<file path="src/rtl/zxuno_regbus_master.sv">
// Initiator of the ZX-UNO register bus: decodes the select/data I/O ports and drives the responder strobes.
// Optional address auto-increment after data-port accesses is enabled with `define ZXUNO_ADDR_AUTOINC_EN.
module zxuno_regbus_master #(
   parameter logic [15:0] ADDR_PORT  = 16'hFC3B,
   parameter logic [15:0] DATA_PORT  = 16'hFD3B,
   parameter logic [7:0]  RESET_ADDR = 8'h00
) (
   input  logic        clk,
   input  logic        rst_n,
   input  logic [15:0] a,
   input  logic        iorq_n,
   input  logic        rd_n,
   input  logic        wr_n,
   input  logic [7:0]  din,
   output logic [7:0]  dout,
   output logic        oe_n,
   output logic [7:0]  zxuno_addr,
   output logic        zxuno_regwr,
   output logic        zxuno_regrd,
   input  logic [7:0]  regs_dout,
   input  logic        regs_oe_n
);

   typedef enum logic [1:0] {
      WIN_IDLE = 2'd0,
      WIN_ADDR = 2'd1,
      WIN_DATA = 2'd2
   } win_t;

   win_t       win_q, win_d;
   logic [7:0] addr_q, addr_d;
   logic [7:0] dout_q, dout_d;
   logic       regwr_q;

   logic wr_act, rd_act;
   logic sel_a, sel_d;
   logic wr_prev, rd_prev;
   logic wr_start, rd_start, rd_end;

   assign wr_act = ~iorq_n & ~wr_n;
   assign rd_act = ~iorq_n & ~rd_n;
   assign sel_a  = (a == ADDR_PORT);
   assign sel_d  = (a == DATA_PORT);

   // A read overlapping a write is illegal on the Z80; the write wins and no window opens.
   assign wr_start = wr_act & ~wr_prev;
   assign rd_start = rd_act & ~rd_prev & ~wr_act;
   assign rd_end   = ~rd_act & rd_prev;

   // NOTE: every state register uses non-blocking assignments so all flops update from the same pre-edge values.
   always_ff @(posedge clk or negedge rst_n) begin
      if (!rst_n) begin
         wr_prev <= 1'b1;
         rd_prev <= 1'b1;
         win_q   <= WIN_IDLE;
         addr_q  <= RESET_ADDR;
         regwr_q <= 1'b0;
         dout_q  <= 8'hFF;
      end else begin
         wr_prev <= wr_act;
         rd_prev <= rd_act;
         win_q   <= win_d;
         addr_q  <= addr_d;
         regwr_q <= wr_start & sel_d;
         dout_q  <= dout_d;
      end
   end

   // NOTE: defaults are assigned first so no path through the case leaves a signal unassigned (no latch).
   always_comb begin
      win_d = win_q;
      unique case (win_q)
         WIN_IDLE: begin
            if (rd_start && sel_d)      win_d = WIN_DATA;
            else if (rd_start && sel_a) win_d = WIN_ADDR;
         end
         WIN_ADDR, WIN_DATA: begin
            if (rd_end) win_d = WIN_IDLE;
         end
         default: win_d = WIN_IDLE;
      endcase
   end

   // Read data is refreshed every cycle of the window from the port latched at its start.
   always_comb begin
      dout_d = 8'hFF;
      unique case (win_d)
         WIN_ADDR: dout_d = addr_q;
         WIN_DATA: dout_d = regs_oe_n ? 8'hFF : regs_dout;
         default:  dout_d = 8'hFF;
      endcase
   end

`ifdef ZXUNO_ADDR_AUTOINC_EN
   logic wr_end;
   logic wr_data_q;

   assign wr_end = ~wr_act & wr_prev;

   // Remembers that the write in progress targets the data port, so its end can bump the address.
   always_ff @(posedge clk or negedge rst_n) begin
      if (!rst_n) begin
         wr_data_q <= 1'b0;
      end else if (wr_start) begin
         wr_data_q <= sel_d;
      end else if (wr_end) begin
         wr_data_q <= 1'b0;
      end
   end

   always_comb begin
      addr_d = addr_q;
      if (wr_start && sel_a) begin
         addr_d = din;
      end else if ((wr_end && wr_data_q) || (rd_end && (win_q == WIN_DATA))) begin
         addr_d = addr_q + 8'd1;
      end
   end
`else
   always_comb begin
      addr_d = addr_q;
      if (wr_start && sel_a) addr_d = din;
   end
`endif

   assign zxuno_addr  = addr_q;
   assign zxuno_regwr = regwr_q;
   assign zxuno_regrd = (win_q == WIN_DATA);
   assign oe_n        = (win_q == WIN_IDLE);
   assign dout        = dout_q;

endmodule

</file>
<file path="config.mk">
export PLATFORM = sky130hd
export DESIGN_NAME = zxuno_regbus_master
export DESIGN_NICKNAME = d
export VERILOG_FILES = /design/src/rtl/zxuno_regbus_master.sv
export SDC_FILE = /design/constraint.sdc
export NUM_CORES = 1
export LEC_CHECK = 0
export BUFFER_PORTS_ARGS = -buffer_cell sky130_fd_sc_hd__buf_2
export CAP_MARGIN = 25
export CORE_MARGIN = 2
export CORE_UTILIZATION = 44
export CTS_CLUSTER_SIZE = 30
export DETAILED_ROUTE_END_ITERATION = 16
export PLACE_DENSITY = 0.83
export SETUP_SLACK_MARGIN = 0.2
export SLEW_MARGIN = 40
export SYNTH_ARGS = -nofsm -noshare
export SYNTH_HDL_FRONTEND = slang
export SYNTH_SLANG_ARGS = --single-unit
</file>
<file path="constraint.sdc">
create_clock -name clk -period 2.7 [get_ports clk]
set_input_delay 0.405 -clock clk [delete_from_list [all_inputs] [get_ports clk]]
set_output_delay 0.405 -clock clk [all_outputs]
set_load 0.02 [all_outputs]
</file>
==> qor_table.md, run 1 <==
| Quantity | Value | Unit |
|:---|:---|:---|
| Xor/xnor cell area share of the yosys netlist | 0 | - |
| Number of levels the H-tree was split into | 1 | - |
| Post-route cell area | 1440 | um2 |
| TritonCTS clock tree | done | - |
| Final routed wire length divided by cell count | 12.9 | um |
| Placed Cells | 177 | - |
| CP dominant cell by count | sky130_fd_sc_hd__ha_1 | - |
| Leakage dissipation | 0.806 | nW |
| Clock sink count | 21 | - |
| IO buf count | 56 | - |
| Final weighted congestion in routability-driven placement | 0.809 | - |
| Setup skew after layout | 0.00434 | ns |
| Fraction of the mapped netlist area in compound gates | 0.113 | - |
| Drt first pass iters | 5 | - |
| Achievable frequency | 456 | MHz |
| Total overflow reported by the global router | 0 | - |
| Clk Tree Root Cell | sky130_fd_sc_hd__clkbuf_4 | - |
| Worst-path maximum fanout | 8 | - |
| Gate count after technology mapping | 92 | - |
| Cell count along the critical path | 8 | - |
| Count of maximum capacitance violations | 0 | - |
| Worst slack at placement | 0.312 | ns |
| Number of antenna violations at the first check in global routing | 0 | - |
| Sum Neg Setup Slack | 0 | ns |
| Predominant post-synthesis flop cell | sky130_fd_sc_hd__dfrtp_1 | - |
| Ratio of cells with drive above 1 in the final layout | 0.556 | - |
| Endpoint of the most critical register-to-register path | dout[2]$_DFF_PN1_ | - |
| Setup slack of the most critical reg-to-reg path | 0.51 | ns |
| Width of the die | 53.9 | um |
| Sequential-to-total area share from yosys stat | 0.491 | - |
| Postcts setup bufs | 0 | - |
| Final worst path period share | 0.812 | - |
| Number of buffers inserted during clock tree synthesis | 3 | - |
| Setup slack after layout | 0.509 | ns |
| Number of nets in the synthesized netlist | 135 | - |
| Logic pwr share | 0.521 | - |
| Total setup violations reported at the end of the flow | 0 | - |
| First-pass GRT wire length | 3.65 | mm |
| Post-cts resize count | 0 | - |
| Delay of the slowest cell on the worst path | 0.51 | ns |
| DRC violations left | 0 | - |
| Cell Rows | 18 | - |
| Path category of the worst min-delay check | input pin to asynchronous set/reset pin | - |
| Number of placed I/O pins | 57 | - |
| Proportion of synthesized flip-flops having asynchronous set or reset | 1.00 | - |
| Initial DRC Count | 22 | - |
| Largest delay share family, worst path | compound AO/OA/AOI/OAI gates | - |
| Number of global-route vias before repair | 879 | - |
| Sequential power share | 0.364 | - |
| Area share of fa/ha/maj cells after synthesis | 0.0571 | - |
| Number of unique standard cell types used by synthesis | 29 | - |
| Instance area at placement | 1410 | um2 |
| Initial core utilization | 0.455 | - |
| Yosys Warn Count | 0 | - |
| Fin. Hold Viols | 0 | - |
| Antenna diode instance count | 0 | - |
| Total of flip-flops plus latches after synthesis | 21 | - |
| Total core area | 2410 | um2 |
| Status | finished clean | - |
| Main combinational cell family by area after synthesis | simple AND/OR/NAND/NOR gates | - |
| Startpoint of the worst-slack reg-to-reg timing path | win_q[0]$_DFF_PN0_ | - |
| Nature of the critical path endpoint | flop | - |
| Half-perimeter wire length of the detailed placement result | 1.91 | mm |
| Power per standard cell area | 898 | nW/um2 |
| Max Buffers Root-to-Sink | 2 | - |
| Via count | 942 | - |
| Worst relative slew slack | 0.590 | - |
| GR Util All Layers | 0.177 | - |
| Overall routed net length | 2.34 | mm |
| Summed instance area of the synthesized netlist | 1100 | um2 |
| RSZ-0062 raised after global routing | no | - |
| Worst path buffer plus inverter count | 1 | - |
| Area of the die | 2910 | um2 |
| Hold-fix buffers, CTS | 0 | - |
| Arrival time reported for the critical path endpoint | 2.44 | ns |
| Clock-pin slew reported for the worst setup and hold paths after clock tree synthesis | 0.11 | ns |
| Vert. Die Dim | 53.9 | um |
| Maximum number of pins on one net before global-route repair | 22 | - |
| Number of antenna-violating nets in the routed design | 0 | - |
| Post-route minimum period | 2.19 | ns |
| Area delta synth->final | 31.5 | % |
| Number of non-filler instances in the completed layout | 181 | - |
| Average vias per placed instance | 5.20 | - |
| Layout fillers | 201 | - |
| Number of synthesized flops with an enable pin | 0 | - |
| Actual slew at the worst max-slew pin | 0.607 | ns |
| Worst reg2reg path depth | 8 | - |
| Design internal power | 0.000753 | W |
| Multiplexer fraction of the synthesized cell area | 0.120 | - |
| Clock share of power | 0.115 | - |
| Critical path endpoint | dout[2]$_DFF_PN1_ | - |
| Crit path cell chain | inv_1, ha_1, o21ai_0, a2111oi_0, a211o_1, ha_1, a21oi_1, nand2_1 | - |
| Worst EP required | 2.95 | ns |
| Mapped Avg Cell Area | 11.9 | um2 |
| Switching part of the total | 0.418 | - |
| Switching power of the nets | 0.000540 | W |
| Share of synthesized cell area in and, or, nand and nor gates | 0.201 | - |
| Slowest cell on crit path | sky130_fd_sc_hd__a2111oi_0 | - |
| Final slew viol count | 0 | - |
| Clock insertion delay at the later pin of the skew report | 0.31 | ns |
| Kind of critical path | flop to flop | - |
| Post-layout nets | 195 | - |
| First element of the critical path | win_q[0]$_DFF_PN0_ | - |
| Startpoint types | flop | - |
| IR drop worst, VDD | 545 | uV |
[cell families after synthesis]
| logic type | after synthesis |
|---|---|
| mux | 9 |
| fa+ha+maj | 5 |
| flops | 21 |
| simple gates | 30 |
| compound gates | 22 |
| buf+inv | 5 |
[through the flow]
step	utilization	hold slack [ns]	total power, W
floorplan	-	0.109	0.000961
global placement	0.586	0.365	0.00111
detailed placement	0.586	0.370	0.00114
CTS	0.597	0.0274	0.00129
global route	0.598	0.0515	0.00140
finish	0.598	0.0199	0.00129
[layout make-up]
class	instances	area, um2	area share
Clock buffer	4	26.3	0.0182
Inverter	3	11.3	0.00781
Multi-Input combinational cell	66	541	0.375
Sequential cell	21	538	0.373
Tap cell	30	37.5	0.0260
Timing Repair Buffer	57	288	0.200
[power by group through the flow]
stage / registers, W / clock network, W / logic (W)
2_1_floorplan: 0.000564 / 0 / 0.000397
3_3_place_gp: 0.000478 / 0 / 0.000633
3_5_place_dp: 0.000478 / 0 / 0.000660
4_1_cts: 0.000472 / 0.000155 / 0.000665
5_1_grt: 0.000480 / 0.000164 / 0.000759
6_report: 0.000471 / 0.000149 / 0.000674
[cell usage after synthesis, types with 2 or more instances]
master | count | area (um2)
sky130_fd_sc_hd__dfrtp_1 | 11 | 275
sky130_fd_sc_hd__and3_1 | 2 | 12.5
sky130_fd_sc_hd__nor2_1 | 4 | 15.0
sky130_fd_sc_hd__nand2_1 | 11 | 41.3
sky130_fd_sc_hd__ha_1 | 5 | 62.6
sky130_fd_sc_hd__a21oi_1 | 8 | 40.0
sky130_fd_sc_hd__mux2_4 | 8 | 120
sky130_fd_sc_hd__o21ai_0 | 10 | 50.1
sky130_fd_sc_hd__inv_1 | 3 | 11.3
sky130_fd_sc_hd__nor3_1 | 2 | 10.0
sky130_fd_sc_hd__dfstp_2 | 10 | 263
[layer usage]
layer  wire [um]  track usage  part of all wire  vias up
met1         853        0.193              0.37      447
met3         151       0.0222             0.065        4
li1            -            -                 -      450
met2        1290        0.331              0.55       41
met4          41       0.0855             0.018        0
met5           0            0                 0        -
[flip-flops by register name, indices dropped and copies added, names as in the netlist]
signal and flops:
rd_prev 1, wr_prev 1, dout 8, win_q 2
zxuno_regwr 1, zxuno_addr 8
[placed cells by master, fill, tap and decap left out, types with 2 or more instances in the layout]
cell / n
sky130_fd_sc_hd__clkbuf_4: 3
sky130_fd_sc_hd__dfstp_2: 10
sky130_fd_sc_hd__dfrtp_1: 11
sky130_fd_sc_hd__and3_1: 2
sky130_fd_sc_hd__nand2_1: 11
sky130_fd_sc_hd__nor2_1: 4
sky130_fd_sc_hd__buf_2: 56
sky130_fd_sc_hd__a21oi_1: 8
sky130_fd_sc_hd__o21ai_0: 10
sky130_fd_sc_hd__ha_1: 5
sky130_fd_sc_hd__nor3_1: 2
sky130_fd_sc_hd__inv_1: 3
sky130_fd_sc_hd__mux2_4: 8
[worst min path at each step]
stage	startpoint	endpoint	slack (ns)	cells after the start
final	rst_n	zxuno_addr[0]$_DFFE_PN0P_	0.02	1
after global routing	rst_n	zxuno_addr[3]$_DFFE_PN0P_	0.05	1
after global placement	rst_n	zxuno_regwr$_DFF_PN0_	0.36	1
after detailed placement	rst_n	zxuno_regwr$_DFF_PN0_	0.37	1
after floorplan	rst_n	win_q[0]$_DFF_PN0_	0.11	0
after CTS	rst_n	zxuno_regwr$_DFF_PN0_	0.03	1
Power figures use the tool's default switching activity.
==> inputs of run 2 (changes only) <==
ABC_AREA = 1   (was unset)
CORE_UTILIZATION = 40   (was 44)
PLACE_DENSITY = 0.79   (was 0.83)
clock period = 2 ns   (was 2.7 ns; I/O delays follow)
==> run 2 against run 1 <==
Against the previous run: non-clock buffer count is the same; critical path depth grew 3; utilization shrank 4.6 points; routed wire length shrank 5.4%; clock skew shrank 0.0032 ns; cell count grew 18%; count of clock-buffer cells in the layout is the same; clock power grew 36%; final area grew 4.7%; worst hold slack gained 0.12 ns; power shrank 45%; highest routed layer is now met3.
==> qor_table.md, run 2 <==
| Quantity | Value | Unit | Delta |
|:---|:---|:---|:---|
| First element of the critical path | rd_prev$_DFF_PN1_ | - |  |
| IR drop worst, VDD | 456 | uV | -16% |
| Layout fillers | 255 | - | +27% |
| Number of antenna-violating nets in the routed design | 0 | - | unchanged |
| Post-route cell area | 1510 | um2 | +4.7% |
| First-pass GRT wire length | 3.57 | mm | -2.1% |
| Worst slack at placement | 0.176 | ns | -0.136 ns |
| Actual slew at the worst max-slew pin | 0.454 | ns | -0.152 ns |
| Number of synthesized flops with an enable pin | 0 | - | unchanged |
| Post-layout nets | 227 | - | +16% |
| RSZ-0062 raised after global routing | yes | - |  |
| GR Util All Layers | 0.135 | - | -0.0414 |
| Instance area at placement | 1440 | um2 | +2.0% |
| Cell Rows | 19 | - | +1 |
| Clock sink count | 21 | - | unchanged |
| Overall routed net length | 2.21 | mm | -5.4% |
| Worst EP required | 2.24 | ns | -0.71 ns |
| Most instantiated cells after synthesis | sky130_fd_sc_hd__nand2_1, sky130_fd_sc_hd__inv_1, sky130_fd_sc_hd__dfrtp_1, sky130_fd_sc_hd__dfstp_2, sky130_fd_sc_hd__a21oi_1 | - |  |
| Post-route minimum period | 1.67 | ns | -0.526 ns |
| Final weighted congestion in routability-driven placement | 0.869 | - | +7.4% |
| Setup slack after layout | 0.334 | ns | -0.174 ns |
| Via count | 973 | - | +3.3% |
| Fin. Hold Viols | 0 | - | unchanged |
| Gate count after technology mapping | 125 | - | +36% |
| Commonest cells after routing, fill and taps aside | sky130_fd_sc_hd__buf_2, sky130_fd_sc_hd__nand2_1, sky130_fd_sc_hd__inv_1 | - |  |
| Mapped Avg Cell Area | 9.14 | um2 | -23% |
| Sum Neg Setup Slack | 0 | ns | unchanged |
| Number of nets in the synthesized netlist | 168 | - | +24% |
| Design internal power | 0.000543 | W | -28% |
| Instance count along the most critical hold path | 2 | - |  |
| Number of buffers inserted during clock tree synthesis | 3 | - | unchanged |
| Final core utilization | 0.552 | - | -0.0462 |
| Hold worst-path end | wr_prev$_DFF_PN1_ | - |  |
| Total setup violations reported at the end of the flow | 0 | - | unchanged |
| Startpoint of the worst-slack reg-to-reg timing path | rd_prev$_DFF_PN1_ | - |  |
| Yosys Warn Count | 0 | - | unchanged |
| Logic pwr share | 0.105 | - | -0.416 |
| Total of flip-flops plus latches after synthesis | 21 | - | unchanged |
| Number of non-filler instances in the completed layout | 214 | - | +18% |
| Startpoint of the lowest-slack hold path | iorq_n | - |  |
| Endpoint of the most critical register-to-register path | dout[3]$_DFF_PN1_ | - |  |
| Max Buffers Root-to-Sink | 2 | - | unchanged |
| Most area-hungry cell type in the Yosys netlist | sky130_fd_sc_hd__dfrtp_1 | - |  |
| Sequential power share | 0.608 | - | +0.244 |
| Worst reg2reg path depth | 11 | - | +3 |
| Area delta synth->final | 32.1 | % |  |
| Ratio of cells with drive above 1 in the final layout | 0.541 | - | -0.0153 |
| Average vias per placed instance | 4.55 | - | -13% |
| Drt first pass iters | 4 | - | -1 |
| Final worst path period share | 0.833 | - | +0.0213 |
| Summed instance area of the synthesized netlist | 1140 | um2 | +4.2% |
| Total overflow reported by the global router | 0 | - | unchanged |
| Sequential-to-total area share from yosys stat | 0.471 | - | -0.0199 |
| Antenna diode instance count | 0 | - | unchanged |
| Dominant cell by count in the synthesized netlist | sky130_fd_sc_hd__nand2_1 | - |  |
| Count of maximum capacitance violations | 0 | - | unchanged |
| Area of the die | 3300 | um2 | +14% |
| Proportion of synthesized flip-flops having asynchronous set or reset | 1.00 | - | unchanged |
| Number of unique standard cell types used by synthesis | 24 | - | -17% |
| Setup skew after layout | 0.00115 | ns | -0.00319 ns |
| Switching power of the nets | 0.000164 | W | -70% |
| TritonCTS clock tree | done | - |  |
| Power per standard cell area | 469 | nW/um2 | -48% |
| Number of antenna violations at the first check in global routing | 0 | - | unchanged |
| Worst-path maximum fanout | 8 | - | unchanged |
| Achievable frequency | 600 | MHz | +32% |
| Leakage dissipation | 0.780 | nW | -3.3% |
| Clock insertion delay at the later pin of the skew report | 0.30 | ns | about the same |
| Most area-consuming cells after synthesis | sky130_fd_sc_hd__dfrtp_1, sky130_fd_sc_hd__dfstp_2, sky130_fd_sc_hd__nand2_1, sky130_fd_sc_hd__o21ai_2, sky130_fd_sc_hd__inv_1 | - |  |
| Postcts setup bufs | 0 | - | unchanged |
| Final routed wire length divided by cell count | 10.3 | um | -20% |
| Startpoint types | flop | - |  |
| Placed Cells | 209 | - | +18% |
| Status | finished clean | - |  |
| Maximum number of pins on one net before global-route repair | 22 | - | unchanged |
| Final slew viol count | 0 | - | unchanged |
| Total core area | 2730 | um2 | +13% |
| Most frequent standard cell in the layout excluding fill and tap cells | sky130_fd_sc_hd__buf_2 | - |  |
| Clock share of power | 0.287 | - | +0.172 |
| IO buf count | 56 | - | unchanged |
| Number of placed I/O pins | 57 | - | unchanged |
| Nature of the critical path endpoint | flop | - |  |
| Multi-input gate area in the final layout | 541 | um2 | unchanged |
| Area share of the largest cell type after synthesis | 0.241 | - | -0.0102 |
| Clk Tree Root Cell | sky130_fd_sc_hd__clkbuf_4 | - |  |
| Initial core utilization | 0.418 | - | -0.0370 |
| Setup slack of the most critical reg-to-reg path | 0.33 | ns | -0.17 ns |
| Number of global-route vias before repair | 902 | - | +2.6% |
| Arrival time reported for the critical path endpoint | 1.91 | ns | -0.53 ns |
| DRC violations left | 0 | - | unchanged |
| Vert. Die Dim | 57.4 | um | +6.5% |
| Number of levels the H-tree was split into | 1 | - | unchanged |
| Kind of critical path | flop to flop | - |  |
| Initial DRC Count | 19 | - | -14% |
| Total area of sequential cells | 538 | um2 | unchanged |
| Width of the die | 57.4 | um | +6.5% |
| Predominant post-synthesis flop cell | sky130_fd_sc_hd__dfrtp_1 | - |  |
| Half-perimeter wire length of the detailed placement result | 1.77 | mm | -7.5% |
| Clock-pin slew reported for the worst setup and hold paths after clock tree synthesis | 0.11 | ns | about the same |
| Switching part of the total | 0.232 | - | -0.185 |
| Worst relative slew slack | 0.697 | - | +0.107 |
| Path category of the worst min-delay check | input pin to flop | - |  |
run 2: worst max-delay path by stage:
stage                                   end  slack [ns]  cells past startpoint
final                     dout[3]$_DFF_PN1_        0.33                     11
after global routing      dout[6]$_DFF_PN1_        0.18                     11
after CTS                 dout[0]$_DFF_PN1_        0.23                     11
after detailed placement  dout[0]$_DFF_PN1_        0.18                     11
after global placement    dout[6]$_DFF_PN1_        0.20                     11
after floorplan           dout[6]$_DFF_PN1_        0.31                     12
run 2: layout make-up:
cell class / count / area share
clock buffers: 4 / 0.0174
well taps: 31 / 0.0257
flip-flops and latches: 21 / 0.357
multi-input cells: 81 / 0.358
repair buffers: 57 / 0.192
inverters: 20 / 0.0498
run 2: through the flow:
| stage | power [W] | hold slack (ns) |
|---|---|---|
| after global routing | 0.000741 | 0.135 |
| after global placement | 0.000511 | 0.272 |
| after detailed placement | 0.000512 | 0.279 |
| final | 0.000708 | 0.136 |
| after floorplan | 0.000462 | 0.00441 |
| after CTS | 0.000716 | 0.127 |
run 2: logic make-up (layout without fill, tap and decap cells):
logic type / Yosys count / after routing / share of synthesized area
AND/OR/NAND/NOR: 51 / 51 / 0.255
flip-flops: 21 / 21 / 0.471
AO/OA/AOI/OAI: 25 / 25 / 0.136
adder cells (fa/ha/maj): 5 / 5 / 0.0548
buffers and inverters: 23 / 81 / 0.0832
run 2: what timing repair did:
action,4_1_cts,5_1_grt
gates resized for setup,0,7
hold buffers,1,0
endpoints found under the setup margin,0,8
endpoints found under the hold margin,11,0
run 2: layer usage:
metal	wire, um	GRT usage	vias to the layer above	share of wire
met1	962	0.166	440	0.44
met4	0	0.0299	0	0
met5	0	0	-	0
met3	112	0.0385	0	0.051
li1	-	-	510	-
met2	1140	0.235	23	0.51
run 2: worst max-delay path, stage by stage (launching register included):
cell and delay, ns:
sky130_fd_sc_hd__dfstp_2 0.54, sky130_fd_sc_hd__inv_1 0.06, sky130_fd_sc_hd__nand2_4 0.06, sky130_fd_sc_hd__nor2_4 0.04, sky130_fd_sc_hd__nand3_2 0.07, sky130_fd_sc_hd__nand2_1 0.05, sky130_fd_sc_hd__nand2_1 0.06, sky130_fd_sc_hd__nand2_1 0.07
sky130_fd_sc_hd__a21oi_2 0.20, sky130_fd_sc_hd__ha_4 0.26, sky130_fd_sc_hd__a21oi_1 0.14, sky130_fd_sc_hd__nand2_1 0.07
run 2: power groups by stage:
stage / clock (W) / sequential, W / combinational (W)
floorplan: 0 / 0.000437 / 0.0000243
global placement: 0 / 0.000437 / 0.0000735
detailed placement: 0 / 0.000437 / 0.0000745
CTS: 0.000210 / 0.000430 / 0.0000760
global route: 0.000224 / 0.000430 / 0.0000860
finish: 0.000203 / 0.000430 / 0.0000745
==> inputs of run 3 (changes only) <==
ABC_AREA = 0   (was 1)
CORE_UTILIZATION = 44   (was 40)
PLACE_DENSITY = 0.83   (was 0.79)
clock period = 1.7 ns   (was 2 ns; I/O delays follow)
==> run 3 against run 2 <==
Against the previous run: the run now ends with negative setup slack left; worst setup slack worse by 0.51 ns; clock skew grew 0.0011 ns; utilization rose by 18 points; clock power grew 15%; power rose to 3.9 times the previous value; sequential share of layout area is 5.0 points lower; sequential cell count unchanged; routed wire length up 24%; global-route usage grew 6.8 points; fmax shrank 11%; critical path depth fell by 2; count of clock-buffer cells in the layout stayed put; critical path type unchanged.
==> qor_table.md, run 3 (synthesized netlist as in run 1, its figures left out) <==
| Quantity | Value | Unit | Delta |
|:---|:---|:---|:---|
| GR Util All Layers | 0.204 | - | +0.0685 |
| Worst EP required | 1.94 | ns | -0.30 ns |
| Final slew viol count | 0 | - | unchanged |
| Startpoint types | flop | - |  |
| Actual slew at the worst max-slew pin | 0.439 | ns | -0.0147 ns |
| Post-route minimum period | 1.87 | ns | +0.208 ns |
| Initial core utilization | 0.455 | - | +0.0370 |
| Delay of the slowest cell on the worst path | 0.43 | ns | -0.11 ns |
| Via count | 996 | - | +2.4% |
| Width of the die | 53.9 | um | -6.1% |
| Number of buffers inserted during clock tree synthesis | 3 | - | unchanged |
| Clock insertion delay at the later pin of the skew report | 0.29 | ns | about the same |
| Status | finished, violations left | - |  |
| Worst reg2reg path depth | 9 | - | -2 |
| Slowest cell on crit path | sky130_fd_sc_hd__dfrtp_1 | - |  |
| Number of antenna violations at the first check in global routing | 0 | - | unchanged |
| Number of levels the H-tree was split into | 1 | - | unchanged |
| Final routed wire length divided by cell count | 13.5 | um | +31% |
| IO buf count | 56 | - | unchanged |
| Initial DRC Count | 14 | - | -5 |
| Layout fillers | 162 | - | -36% |
| Number of global-route vias before repair | 1021 | - | +13% |
| Maximum number of pins on one net before global-route repair | 22 | - | unchanged |
| Setup skew after layout | 0.00229 | ns | +0.00114 ns |
| Hold worst-path end | rd_prev$_DFF_PN1_ | - |  |
| Final worst path period share | 1.10 | - | +0.270 |
| Clock sink count | 21 | - | unchanged |
| Antenna diode instance count | 0 | - | unchanged |
| Area of the die | 2910 | um2 | -12% |
| Half-perimeter wire length of the detailed placement result | 2.13 | mm | +20% |
| Most frequent standard cell in the layout excluding fill and tap cells | sky130_fd_sc_hd__buf_2 | - |  |
| RSZ-0062 raised after global routing | yes | - |  |
| Startpoint of the worst-slack reg-to-reg timing path | win_q[0]$_DFF_PN0_ | - |  |
| Max Buffers Root-to-Sink | 2 | - | unchanged |
| Count of maximum capacitance violations | 0 | - | unchanged |
| Setup slack of the most critical reg-to-reg path | -0.17 | ns | -0.51 ns |
| Leakage dissipation | 0.931 | nW | +19% |
| Nature of the critical path endpoint | flop | - |  |
| Overall routed net length | 2.74 | mm | +24% |
| Final weighted congestion in routability-driven placement | 0.845 | - | -2.8% |
| Final hold slack | 0.102 | ns | -0.0341 ns |
| PnR Total Power | 0.00277 | W | +290% |
| Instance count along the most critical hold path | 2 | - | unchanged |
| TritonCTS clock tree | done | - |  |
| Endpoint of the most critical register-to-register path | dout[2]$_DFF_PN1_ | - |  |
| Power per standard cell area | 1580 | nW/um2 | +240% |
| DRC violations left | 0 | - | unchanged |
| Crit path cell chain | inv_2, ha_4, nor2b_4, nand2_1, mux2_4, and2_4, ha_4, a21oi_2, nand2_1 | - |  |
| Average vias per placed instance | 4.93 | - | +8.4% |
| Number of antenna-violating nets in the routed design | 0 | - | unchanged |
| Number of placed I/O pins | 57 | - | unchanged |
| Fin. Hold Viols | 0 | - | unchanged |
| Clk Tree Root Cell | sky130_fd_sc_hd__clkbuf_4 | - |  |
| Worst relative slew slack | 0.707 | - | +0.00980 |
| First-pass GRT wire length | 4.17 | mm | +17% |
| Total overflow reported by the global router | 0 | - | unchanged |
| Area delta synth->final | 59.9 | % |  |
| Path category of the worst min-delay check | input pin to flop | - |  |
| Kind of critical path | flop to flop | - |  |
| IR drop worst, VDD | 1200 | uV | +160% |
| Achievable frequency | 534 | MHz | -11% |
| Vert. Die Dim | 53.9 | um | -6.1% |
| Commonest cells after routing, fill and taps aside | sky130_fd_sc_hd__buf_2, sky130_fd_sc_hd__buf_4, sky130_fd_sc_hd__nand2_1, sky130_fd_sc_hd__dfrtp_1, sky130_fd_sc_hd__dfstp_2 | - |  |
| Ratio of cells with drive above 1 in the final layout | 0.721 | - | +0.180 |
| Arrival time reported for the critical path endpoint | 2.11 | ns | +0.20 ns |
| Startpoint of the lowest-slack hold path | rd_n | - |  |
| Setup slack after layout | -0.174 | ns | -0.508 ns |
| Worst-path maximum fanout | 8 | - | unchanged |
| Clock-pin slew reported for the worst setup and hold paths after clock tree synthesis | 0.11 | ns | about the same |
| Total core area | 2410 | um2 | -12% |
| Drt first pass iters | 4 | - | unchanged |
| Post-layout nets | 216 | - | -4.8% |
| Violated checks | negative setup slack | - |  |
| Total setup violations reported at the end of the flow | 8 | - | +8 |
| Cell Rows | 18 | - | -1 |
==> run 3: worst max-delay path by stage <==
stage / from / endpoint / slack (ns) / depth (start not counted)
2_1_floorplan: win_q[1]$_DFF_PN0_ / dout[0]$_DFF_PN1_ / -0.20 / 9
3_3_place_gp: win_q[0]$_DFF_PN0_ / dout[1]$_DFF_PN1_ / -0.19 / 8
3_5_place_dp: a[7] / dout[2]$_DFF_PN1_ / -0.25 / 8
4_1_cts: win_q[0]$_DFF_PN0_ / dout[2]$_DFF_PN1_ / -0.16 / 9
5_1_grt: win_q[0]$_DFF_PN0_ / dout[2]$_DFF_PN1_ / -0.27 / 9
6_report: win_q[0]$_DFF_PN0_ / dout[2]$_DFF_PN1_ / -0.17 / 9
==> run 3: what timing repair did <==
item	4_1_cts	5_1_grt
gates resized for setup	11	3
endpoints found under the setup margin	10	12
hold buffers	1	0
endpoints found under the hold margin	11	0
pin swaps	4	0
setup buffers	6	2
==> run 3: power by group <==
group / internal (W) / switching (W)
registers: 0.000710 / 0.0000417
clock network: 0.0000913 / 0.000143
logic: 0.000868 / 0.000915
total: 0.00167 / 0.00110
==> run 3: layer usage <==
metal / vias to the layer above / track usage / share of wire / wire [um]
met3: 2 / 0.0444 / 0.061 / 166
met1: 464 / 0.211 / 0.39 / 1060
li1: 489 / - / - / -
met2: 41 / 0.400 / 0.55 / 1500
met4: 0 / 0.0598 / 0.0029 / 8
met5: - / 0 / 0 / 0
==> run 3: worst max-delay path, delay by kind of cell (launching register included) <==
kind,cells,cell delay [ns]
adder cells (fa/ha/maj),2,0.44
buffers and inverters,1,0.10
multiplexers,1,0.28
AND/OR/NAND/NOR,4,0.46
flip-flops,1,0.43
AO/OA/AOI/OAI,1,0.12
==> run 3: layout make-up <==
class                   instances  area, um2  area share
inverters                       3       11.3     0.00642
repair buffers                 78        475       0.271
multi-input cells              66        664       0.379
flip-flops and latches         21        538       0.307
clock buffers                   4       26.3      0.0150
well taps                      30       37.5      0.0214
==> run 3: per-stage QoR <==
stage                     setup TNS [ns]  cell area, um2  std cells   util  setup WS (ns)
final                              -1.33            1750        202  0.727         -0.174
after CTS                          -1.21            1730        200  0.717         -0.164
after global placement             -1.41            1590        189  0.661         -0.187
after global routing               -2.05            1750        202  0.727         -0.274
after floorplan                    -1.64            1200         92      -         -0.205
after detailed placement           -2.14            1590        189  0.661         -0.255
